File: config.mk
export PLATFORM = sky130hd
export DESIGN_NAME = sdram_arb
export DESIGN_NICKNAME = d
export VERILOG_FILES = /design/src/rtl/sdram_arb_pkg.sv /design/src/rtl/sdram_rr_pick.sv /design/src/rtl/sdram_arb.sv
export SDC_FILE = /design/constraint.sdc
export NUM_CORES = 1
export LEC_CHECK = 0
export CORE_AREA = 2 2 121 123
export DETAILED_ROUTE_END_ITERATION = 6
export DIE_AREA = 0 0 123 125
export PLACE_DENSITY = 0.83
export SYNTH_ARGS = -nofsm -noshare
export SYNTH_HDL_FRONTEND = slang
export SYNTH_SLANG_ARGS = --single-unit
File: constraint.sdc
create_clock -name clk -period 3.3 [get_ports clk]
set_input_delay 0.99 -clock clk [delete_from_list [all_inputs] [get_ports clk]]
set_output_delay 0.99 -clock clk [all_outputs]
set_load 0.05 [all_outputs]
File: src/rtl/sdram_arb_pkg.sv
// sdram_arb_pkg
//   Shared definitions for the SDRAM request arbiter:
//     - arb_state_e : 2-bit arbiter FSM encoding (ARB_IDLE/ISSUE/WAITLO/WAITHI)
//     - PTR_W       : width of port indices / round-robin pointer (NPORTS <= 8)
//     - rr_next()   : round-robin pointer increment with wrap at nports
package sdram_arb_pkg;

    localparam int unsigned PTR_W = 3;

    typedef enum logic [1:0] {
        ARB_IDLE   = 2'd0,
        ARB_ISSUE  = 2'd1,
        ARB_WAITLO = 2'd2,
        ARB_WAITHI = 2'd3
    } arb_state_e;

    // Index of the port after idx, wrapping to 0 after the last port.
    function automatic logic [PTR_W-1:0] rr_next(input logic [PTR_W-1:0] idx,
                                                 input int unsigned       nports);
        logic [PTR_W-1:0] nxt;
        if (idx == PTR_W'(nports - 1)) begin
            nxt = 3'd0;
        end else begin
            nxt = idx + 3'd1;
        end
        return nxt;
    endfunction

endpackage

File: src/rtl/sdram_rr_pick.sv
// sdram_rr_pick
//   Combinational round-robin picker: selects the first set bit of req at or
//   after position ptr, wrapping at NPORTS.
// Ports:
//   req [NPORTS-1:0] in  : request vector
//   ptr [PTR_W-1:0]  in  : highest-priority position (must be < NPORTS)
//   win [NPORTS-1:0] out : one-hot winner (all zero when no request)
//   idx [PTR_W-1:0]  out : winner index (0 when no request)
//   any              out : at least one request present
module sdram_rr_pick
    import sdram_arb_pkg::*;
#(
    parameter int unsigned NPORTS = 4
) (
    input  logic [NPORTS-1:0] req,
    input  logic [PTR_W-1:0]  ptr,
    output logic [NPORTS-1:0] win,
    output logic [PTR_W-1:0]  idx,
    output logic              any
);

    logic found_s;
    logic hit_s;

    // Scan ports starting at ptr; the first requester encountered wins.
    always_comb begin
        win     = '0;
        idx     = '0;
        found_s = 1'b0;
        hit_s   = 1'b0;
        for (int k = 0; k < int'(NPORTS); k++) begin
            hit_s = !found_s && req[(int'(ptr) + k) % int'(NPORTS)];
            win[(int'(ptr) + k) % int'(NPORTS)] = hit_s;
            idx     = hit_s ? PTR_W'((int'(ptr) + k) % int'(NPORTS)) : idx;
            found_s = found_s | hit_s;
        end
    end

    assign any = |req;

endmodule

File: src/rtl/sdram_arb.sv
// sdram_arb
//   NPORTS-requester round-robin arbiter in front of the sdram_cnt internal
//   interface. One transaction in flight; read data returned to the owner.
// Optional feature: define SDRAM_ARB_WDOG_EN to enable a WDOG_CYC-cycle
//   watchdog that aborts a stuck transaction with an err pulse.
// Ports:
//   clk, rst_n                 : clock, asynchronous active-low reset
//   req/req_we [NPORTS]        : per-port request (held until gnt), write(1)/read(0)
//   req_addr [NPORTS*ADDR_W]   : port p at [p*ADDR_W +: ADDR_W]
//   req_wdata [NPORTS*DATA_W]  : port p at [p*DATA_W +: DATA_W]
//   gnt/done/rvalid/err [NPORTS]: one-cycle pulses to the owning port
//   rdata [DATA_W]             : shared registered read data
//   sdr_en/we/addr/wdata       : command to sdram_cnt
//   sdr_rdy/valid/rdata        : status and read data from sdram_cnt
module sdram_arb
    import sdram_arb_pkg::*;
#(
    parameter int unsigned NPORTS   = 4,
    parameter int unsigned ADDR_W   = 12,
    parameter int unsigned DATA_W   = 32,
    parameter int unsigned WDOG_CYC = 64
) (
    input  logic                     clk,
    input  logic                     rst_n,
    input  logic [NPORTS-1:0]        req,
    input  logic [NPORTS-1:0]        req_we,
    input  logic [NPORTS*ADDR_W-1:0] req_addr,
    input  logic [NPORTS*DATA_W-1:0] req_wdata,
    output logic [NPORTS-1:0]        gnt,
    output logic [NPORTS-1:0]        done,
    output logic [NPORTS-1:0]        rvalid,
    output logic [DATA_W-1:0]        rdata,
    output logic [NPORTS-1:0]        err,
    output logic                     sdr_en,
    output logic                     sdr_we,
    output logic [ADDR_W-1:0]        sdr_addr,
    output logic [DATA_W-1:0]        sdr_wdata,
    input  logic                     sdr_rdy,
    input  logic                     sdr_valid,
    input  logic [DATA_W-1:0]        sdr_rdata
);

    arb_state_e          state_q, state_d;
    logic [PTR_W-1:0]    owner_q, owner_d;
    logic [PTR_W-1:0]    ptr_q, ptr_d;
    logic                sdr_en_q, sdr_en_d;
    logic                sdr_we_q, sdr_we_d;
    logic [ADDR_W-1:0]   sdr_addr_q, sdr_addr_d;
    logic [DATA_W-1:0]   sdr_wdata_q, sdr_wdata_d;
    logic [NPORTS-1:0]   gnt_q, gnt_d;
    logic [NPORTS-1:0]   done_q, done_d;
    logic [NPORTS-1:0]   rvalid_q, rvalid_d;
    logic [DATA_W-1:0]   rdata_q, rdata_d;
`ifdef SDRAM_ARB_WDOG_EN
    localparam int unsigned WDOG_W = $clog2(WDOG_CYC + 1);
    logic [NPORTS-1:0]   err_q, err_d;
    logic [WDOG_W-1:0]   wdog_q, wdog_d;
`endif

    logic [NPORTS-1:0]   pick_win_s;
    logic [PTR_W-1:0]    pick_idx_s;
    logic                pick_any_s;
    logic [NPORTS-1:0]   owner_oh_s;

    sdram_rr_pick #(
        .NPORTS (NPORTS)
    ) u_pick (
        .req (req),
        .ptr (ptr_q),
        .win (pick_win_s),
        .idx (pick_idx_s),
        .any (pick_any_s)
    );

    assign owner_oh_s = NPORTS'(1'b1) << owner_q;

    // Next-state and next-output computation for the arbiter FSM.
    always_comb begin
        state_d     = state_q;
        owner_d     = owner_q;
        ptr_d       = ptr_q;
        sdr_en_d    = sdr_en_q;
        sdr_we_d    = sdr_we_q;
        sdr_addr_d  = sdr_addr_q;
        sdr_wdata_d = sdr_wdata_q;
        gnt_d       = '0;
        done_d      = '0;
        rvalid_d    = '0;
        rdata_d     = rdata_q;
`ifdef SDRAM_ARB_WDOG_EN
        err_d       = '0;
        wdog_d      = wdog_q;
`endif

        // sdr_we_q still holds the op type of the transaction in flight, so
        // read data is captured only for reads and never while idle.
        if (sdr_valid && (state_q != ARB_IDLE) && !sdr_we_q) begin
            rdata_d  = sdr_rdata;
            rvalid_d = owner_oh_s;
        end else begin
            rdata_d  = rdata_q;
        end

        case (state_q)
            ARB_IDLE: begin
                if (pick_any_s) begin
                    owner_d     = pick_idx_s;
                    sdr_en_d    = 1'b1;
                    sdr_we_d    = |(req_we & pick_win_s);
                    sdr_addr_d  = req_addr[int'(pick_idx_s) * ADDR_W +: ADDR_W];
                    sdr_wdata_d = req_wdata[int'(pick_idx_s) * DATA_W +: DATA_W];
                    state_d     = ARB_ISSUE;
`ifdef SDRAM_ARB_WDOG_EN
                    wdog_d      = '0;
`endif
                end else begin
                    state_d     = ARB_IDLE;
                end
            end
            ARB_ISSUE: begin
                // rdy low (refresh) stalls the request; it is never dropped.
                if (sdr_en_q && sdr_rdy) begin
                    sdr_en_d = 1'b0;
                    gnt_d    = owner_oh_s;
                    ptr_d    = rr_next(owner_q, NPORTS);
                    state_d  = ARB_WAITLO;
                end else begin
                    state_d  = ARB_ISSUE;
                end
            end
            ARB_WAITLO: begin
                if (!sdr_rdy) begin
                    state_d = ARB_WAITHI;
                end else begin
                    state_d = ARB_WAITLO;
                end
            end
            ARB_WAITHI: begin
                if (sdr_rdy) begin
                    done_d  = owner_oh_s;
                    state_d = ARB_IDLE;
                end else begin
                    state_d = ARB_WAITHI;
                end
            end
            default: begin
                state_d  = ARB_IDLE;
                sdr_en_d = 1'b0;
            end
        endcase

`ifdef SDRAM_ARB_WDOG_EN
        // Watchdog overrides any normal transition once the limit is reached.
        if (state_q != ARB_IDLE) begin
            if (wdog_q == WDOG_W'(WDOG_CYC - 1)) begin
                state_d  = ARB_IDLE;
                sdr_en_d = 1'b0;
                gnt_d    = '0;
                done_d   = '0;
                err_d    = owner_oh_s;
                ptr_d    = rr_next(owner_q, NPORTS);
                wdog_d   = '0;
            end else begin
                wdog_d   = wdog_q + WDOG_W'(1);
            end
        end else begin
            wdog_d = '0;
        end
`endif
    end

    // Arbiter state and registered outputs.
    always_ff @(posedge clk or negedge rst_n) begin
        if (!rst_n) begin
            state_q     <= ARB_IDLE;
            owner_q     <= '0;
            ptr_q       <= '0;
            sdr_en_q    <= 1'b0;
            sdr_we_q    <= 1'b0;
            sdr_addr_q  <= '0;
            sdr_wdata_q <= '0;
            gnt_q       <= '0;
            done_q      <= '0;
            rvalid_q    <= '0;
            rdata_q     <= '0;
`ifdef SDRAM_ARB_WDOG_EN
            err_q       <= '0;
            wdog_q      <= '0;
`endif
        end else begin
            state_q     <= state_d;
            owner_q     <= owner_d;
            ptr_q       <= ptr_d;
            sdr_en_q    <= sdr_en_d;
            sdr_we_q    <= sdr_we_d;
            sdr_addr_q  <= sdr_addr_d;
            sdr_wdata_q <= sdr_wdata_d;
            gnt_q       <= gnt_d;
            done_q      <= done_d;
            rvalid_q    <= rvalid_d;
            rdata_q     <= rdata_d;
`ifdef SDRAM_ARB_WDOG_EN
            err_q       <= err_d;
            wdog_q      <= wdog_d;
`endif
        end
    end

    assign gnt       = gnt_q;
    assign done      = done_q;
    assign rvalid    = rvalid_q;
    assign rdata     = rdata_q;
    assign sdr_en    = sdr_en_q;
    assign sdr_we    = sdr_we_q;
    assign sdr_addr  = sdr_addr_q;
    assign sdr_wdata = sdr_wdata_q;
`ifdef SDRAM_ARB_WDOG_EN
    assign err       = err_q;
`else
    assign err       = '0;
`endif

endmodule

==> results.toml <==
[detailed_routing]
routed_via_density = 5.10
drt-total-wl_mm = 17.1
drc = 0
drt_iter0_drc = 233
drtPass1Iterations = 4
ant_nets = 0
routedWlPerCell_microns = 18.1
vias = 4807

[placement]
place_hpwl_mm = 13.4
post_dp_cell_area_sq_um = 8740
pre_cts_ws_ps = -158
gp_congestion = 0.953
port_buffers = 309

[global_routing]
grt_first_pass_wirelength_mm = 27.0
antenna_found_initial = 0
grt_pass1_vias = 5227
grt_max_degree = 54
track_usage_pct = 22.6
grt_remaining_overflow = 0

[sta]
rsz0062_at_grt = "false"
finalHoldViolCount = 0
setup_ws_ps = 159
fin_skew_ps = 5.22
tightest_slew_ps = 902
finalCriticalPeriod_ps = 3140
timing.slew.headroom_pct = 39.4
fin_crit_sh_pct = 95.2
max_freq_mhz = 318
slew_violations = 0
finalSetupViolCount = 0

[synth]
syn_avg_cell_area_sq_um = 12.0
yosysSeqAreaShare_pct = 44.7
async_flop_share_pct = 100
synth_cell_types = 37
syn_inst = 449
ys.flop_type = "dfrtp_1"
synth_edf_count = 0
yosys_warnings = 0
ys_ff_latch = 96
synth.cell_area_sq_um = 5380

[flow_run]
cap_viol_max_count = 0

[floorplan]
initial_core_util_pct = 37.9
die_width_microns = 123
die_h_microns = 125
rows = 44
core_sq_um = 14200
dieArea_sq_um = 15400
ioPinCount = 314

[cts]
root_buffer = "clkbuf_16"
cts_sinks = 96
cts-hold-fix-buffers = 0
clock_latency_ps = 350
post_cts_resize_count = 0
cts_setup_buffers = 0
path_clk_slew_ps = 70
cts_tree = "built"
cts_max_level = 3
clk_path_buf_depth = 2
cts_buffers = 9

[status]
status = "finished clean"

[worst_setup_path]
path_class = "input port to flip-flop"
cp_data_arrival_time_ps = 3360
critPathMaxFanout = 27
crit_required_ps = 3520
crit_path_end_kind = "flip-flop"
worst_setup_path_start_kind = "input port"

[power]
vdd_drop_max_mv = 0.734
cellPowerDensity_nw_per_um2 = 1060
power.leakage_nw = 3.77

[finish]
area_delta_synth_final_pct = 68.3
multi_input_area_sq_um = 2740
nets = 982
final_cell_mix = "308 x clkdlybuf4s50_1, 96 x dfrtp_1, 91 x mux2i_1"
final_common_cell = "clkdlybuf4s50_1"
fin_area_sq_um = 9050
num-fill-cells = 1111
fin_util_pct = 63.7
final-seq-area_sq_um = 2400
layout-drive-gt1-share_pct = 15.4
antenna_cells = 0

[worst_hold_path]
hold_path_class = "flip-flop to flip-flop"
==> report_power, final <==
| part | switching [mW] | leakage, nW | internal [mW] |
|---|---|---|---|
| sequential | 0.323 | 1.18 | 1.73 |
| clock | 0.477 | 0.148 | 0.619 |
| combinational | 3.79 | 2.44 | 2.63 |
| total | 4.59 | 3.77 | 4.98 |
==> critical path, stage by stage <==
cell and delay (ps):
clkdlybuf4s50_1 480, mux4_2 510, nand2b_1 210, nand2_1 150
o2bb2ai_4 270, buf_12 280, mux2i_1 300, o221ai_2 140
==> registers in the layout, indices dropped and copies added (netlist names) <==
signal / flops
owner_q: 2
done: 4
state_q: 2
rvalid: 4
sdr_wdata: 32
sdr_en: 1
sdr_we: 1
ptr_q: 2
rdata: 32
sdr_addr: 12
gnt: 4
==> area by class of cell <==
class / instances / share of cell area [%]
clock buffer: 10 / 2.64
clock inverter: 6 / 0.815
timing repair buffer: 333 / 37.0
sequential: 96 / 26.5
tap: 184 / 2.54
inverter: 5 / 0.207
multi-input combinational: 309 / 30.3
==> metal layers <==
layer	up-vias	GRT usage [%]	share of wire (%)
met5	-	0	0
met4	0	8.42	2.5
met3	27	4.29	5.4
met2	177	41.6	56
met1	2348	25.5	37
li1	2255	-	-
==> synthesized netlist by cell type, types with 5 or more instances <==
| cell type | instances | area share [%] |
|---|---|---|
| o21ai_0 | 6 | 0.56 |
| buf_6 | 8 | 1.7 |
| nand2_1 | 57 | 4.0 |
| and2_1 | 12 | 1.4 |
| dfrtp_1 | 96 | 45 |
| buf_2 | 15 | 1.4 |
| nor2_1 | 10 | 0.70 |
| inv_1 | 5 | 0.35 |
| mux2_2 | 36 | 7.5 |
| buf_4 | 6 | 0.84 |
| ha_1 | 8 | 1.9 |
| clkbuf_1 | 10 | 0.70 |
| mux2i_1 | 91 | 17 |
| o221ai_2 | 31 | 8.7 |
| o221ai_1 | 13 | 2.1 |
| a21oi_1 | 7 | 0.65 |
==> final timing paths <==
path	from	end	slack, ps	depth (start not counted)
min	sdr_wdata[11]$_DFFE_PN0P_	sdr_wdata[11]$_DFFE_PN0P_	490	2
max in group asynchronous	rst_n	sdr_wdata[25]$_DFFE_PN0P_	1960	2
max	req[1]	sdr_wdata[30]$_DFFE_PN0P_	160	8
max reg2reg	ptr_q[1]$_DFFE_PN0P_	sdr_addr[2]$_DFFE_PN0P_	440	9
min reg2reg	sdr_wdata[11]$_DFFE_PN0P_	sdr_wdata[11]$_DFFE_PN0P_	490	2
min in group asynchronous	rst_n	rdata[28]$_DFFE_PN0P_	630	1
==> cell families after synthesis <==
family / share of synthesized area, %
fa+ha+maj: 1.86
flops: 44.7
compound gates: 14.4
mux: 26.1
other cells: 0.0697
simple gates: 7.65
buf+inv: 5.16
==> through the flow <==
step	setup TNS (ps)	hold slack [ps]	instances	power, mW
floorplan	0	497	452	6.42
global placement	-1630	470	927	8.36
detailed placement	-4140	474	927	8.52
CTS	0	495	943	9.66
global route	0	515	943	10.1
finish	0	490	943	9.57
Power figures use the tool's default switching activity.
==> patch: new RTL, config.mk and constraints unchanged <==
The 4 states of `arb_state_e` get a Gray code encoding in 2 bits.
--- a/src/rtl/sdram_arb_pkg.sv
+++ b/src/rtl/sdram_arb_pkg.sv
@@ -10,6 +10,6 @@
     typedef enum logic [1:0] {
-        ARB_IDLE   = 2'd0,
-        ARB_ISSUE  = 2'd1,
-        ARB_WAITLO = 2'd2,
-        ARB_WAITHI = 2'd3
+        ARB_IDLE   = 2'b00,
+        ARB_ISSUE  = 2'b01,
+        ARB_WAITLO = 2'b11,
+        ARB_WAITHI = 2'b10
     } arb_state_e;
Function: same outputs for any inputs over 4 cycles, from zero or initial values and one cycle with rst_n low; so few cycles prove little.
==> patch against the unedited design <==
  * Power is 13% higher
  * Worst hold slack hardly changed
  * Synthesized cell count is 47% higher
  * Highest routed layer unchanged
  * Sequential cell count stayed put
  * Worst setup slack worse by 0.070 ns
  * Clock skew is 0.0036 ns higher
  * Utilization is 8.3 points higher
  * Critical path type unchanged
  * Wire length is 27% higher
  * Area after synthesis is 20% higher
  * Register-to-register slack worse by 0.14 ns
  * Die area stayed put
  * Cell area is 13% higher
==> patch: results <==
export IMPL_routed_wl_mm=21.7
export IMPL_nNetsFinal=1190
export IMPL_fin_hold_ws_ns=0.490
export IMPL_place_ws_ns=-0.262
export IMPL_worst_slack_ns=0.0893
export IMPL_wl_per_cell_um=18.9
export IMPL_drt_first_pass_iters=5
export IMPL_postSynthAreaPerCell_sq_um=9.79
export IMPL_p_leak_nw=4.21
export IMPL_vdd_drop_max_v=0.000837
export IMPL_synth_cell_types=50
export IMPL_finClkSkew_ns=0.00882
export IMPL_via_per_inst=5.75
export IMPL_yosysSeqAreaShare=0.371
export IMPL_use_met2=0.481
export IMPL_crit_start="req[3]"
export IMPL_drive_gt1_frac=0.143
export IMPL_dp_cells=1135
export IMPL_maxSlewHeadroom=0.534
export IMPL_path_max_fanout=9
export IMPL_drt_iter0_drc=308
export IMPL_synth_mux_area_frac=0.168
export IMPL_grtUsageMet1=0.320
export IMPL_regToRegSetupSlack_ns=0.30
export IMPL_wl_met1_mm=8.04
export IMPL_dr_wl_met3_mm=1.87
export IMPL_status="finished, final reports clean"
export IMPL_first_global_vias=6551
export IMPL_hold_start="sdr_addr[6]$_DFFE_PN0P_"
export IMPL_synth_compound_area_frac=0.258
export IMPL_gr_usage_all_layers=0.278
export IMPL_arrival_ns=3.42
patch: changes by cell type after synthesis, moves of 30 or more:
cell and change:
mux2i_1 -44, o221ai_2 -31, clkbuf_1 +30, a21oi_1 +43, nor2_1 +56, o221ai_1 +47
inv_1 +31, nor3_1 +30
patch: area by class of cell:
class / instances / area, sq um
Clock inverter: 5 / 40.0
Sequential cell: 96 / 2410
Tap cell: 184 / 230
Timing Repair Buffer: 348 / 3510
Inverter: 36 / 135
Clock buffer: 11 / 243
Fill cell: 1068 / 3980
Multi-Input combinational cell: 471 / 3660
patch: repair_timing:
item	in CTS	in global routing
setup endpoints to repair	0	9
gates resized for setup	0	3
hold endpoints to repair	0	0
patch: power breakdown:
group	internal [mW]	switching (mW)
Clock	0.539	0.472
Sequential	1.73	0.370
Combinational	3.10	4.64
Total	5.37	5.48
patch: critical path: stages:
cell             delay [ns]
clkdlybuf4s50_1        0.56
mux4_2                 0.58
o21bai_4               0.21
and3_4                 0.22
a21o_4                 0.22
a2111oi_0              0.53
a211oi_1               0.10
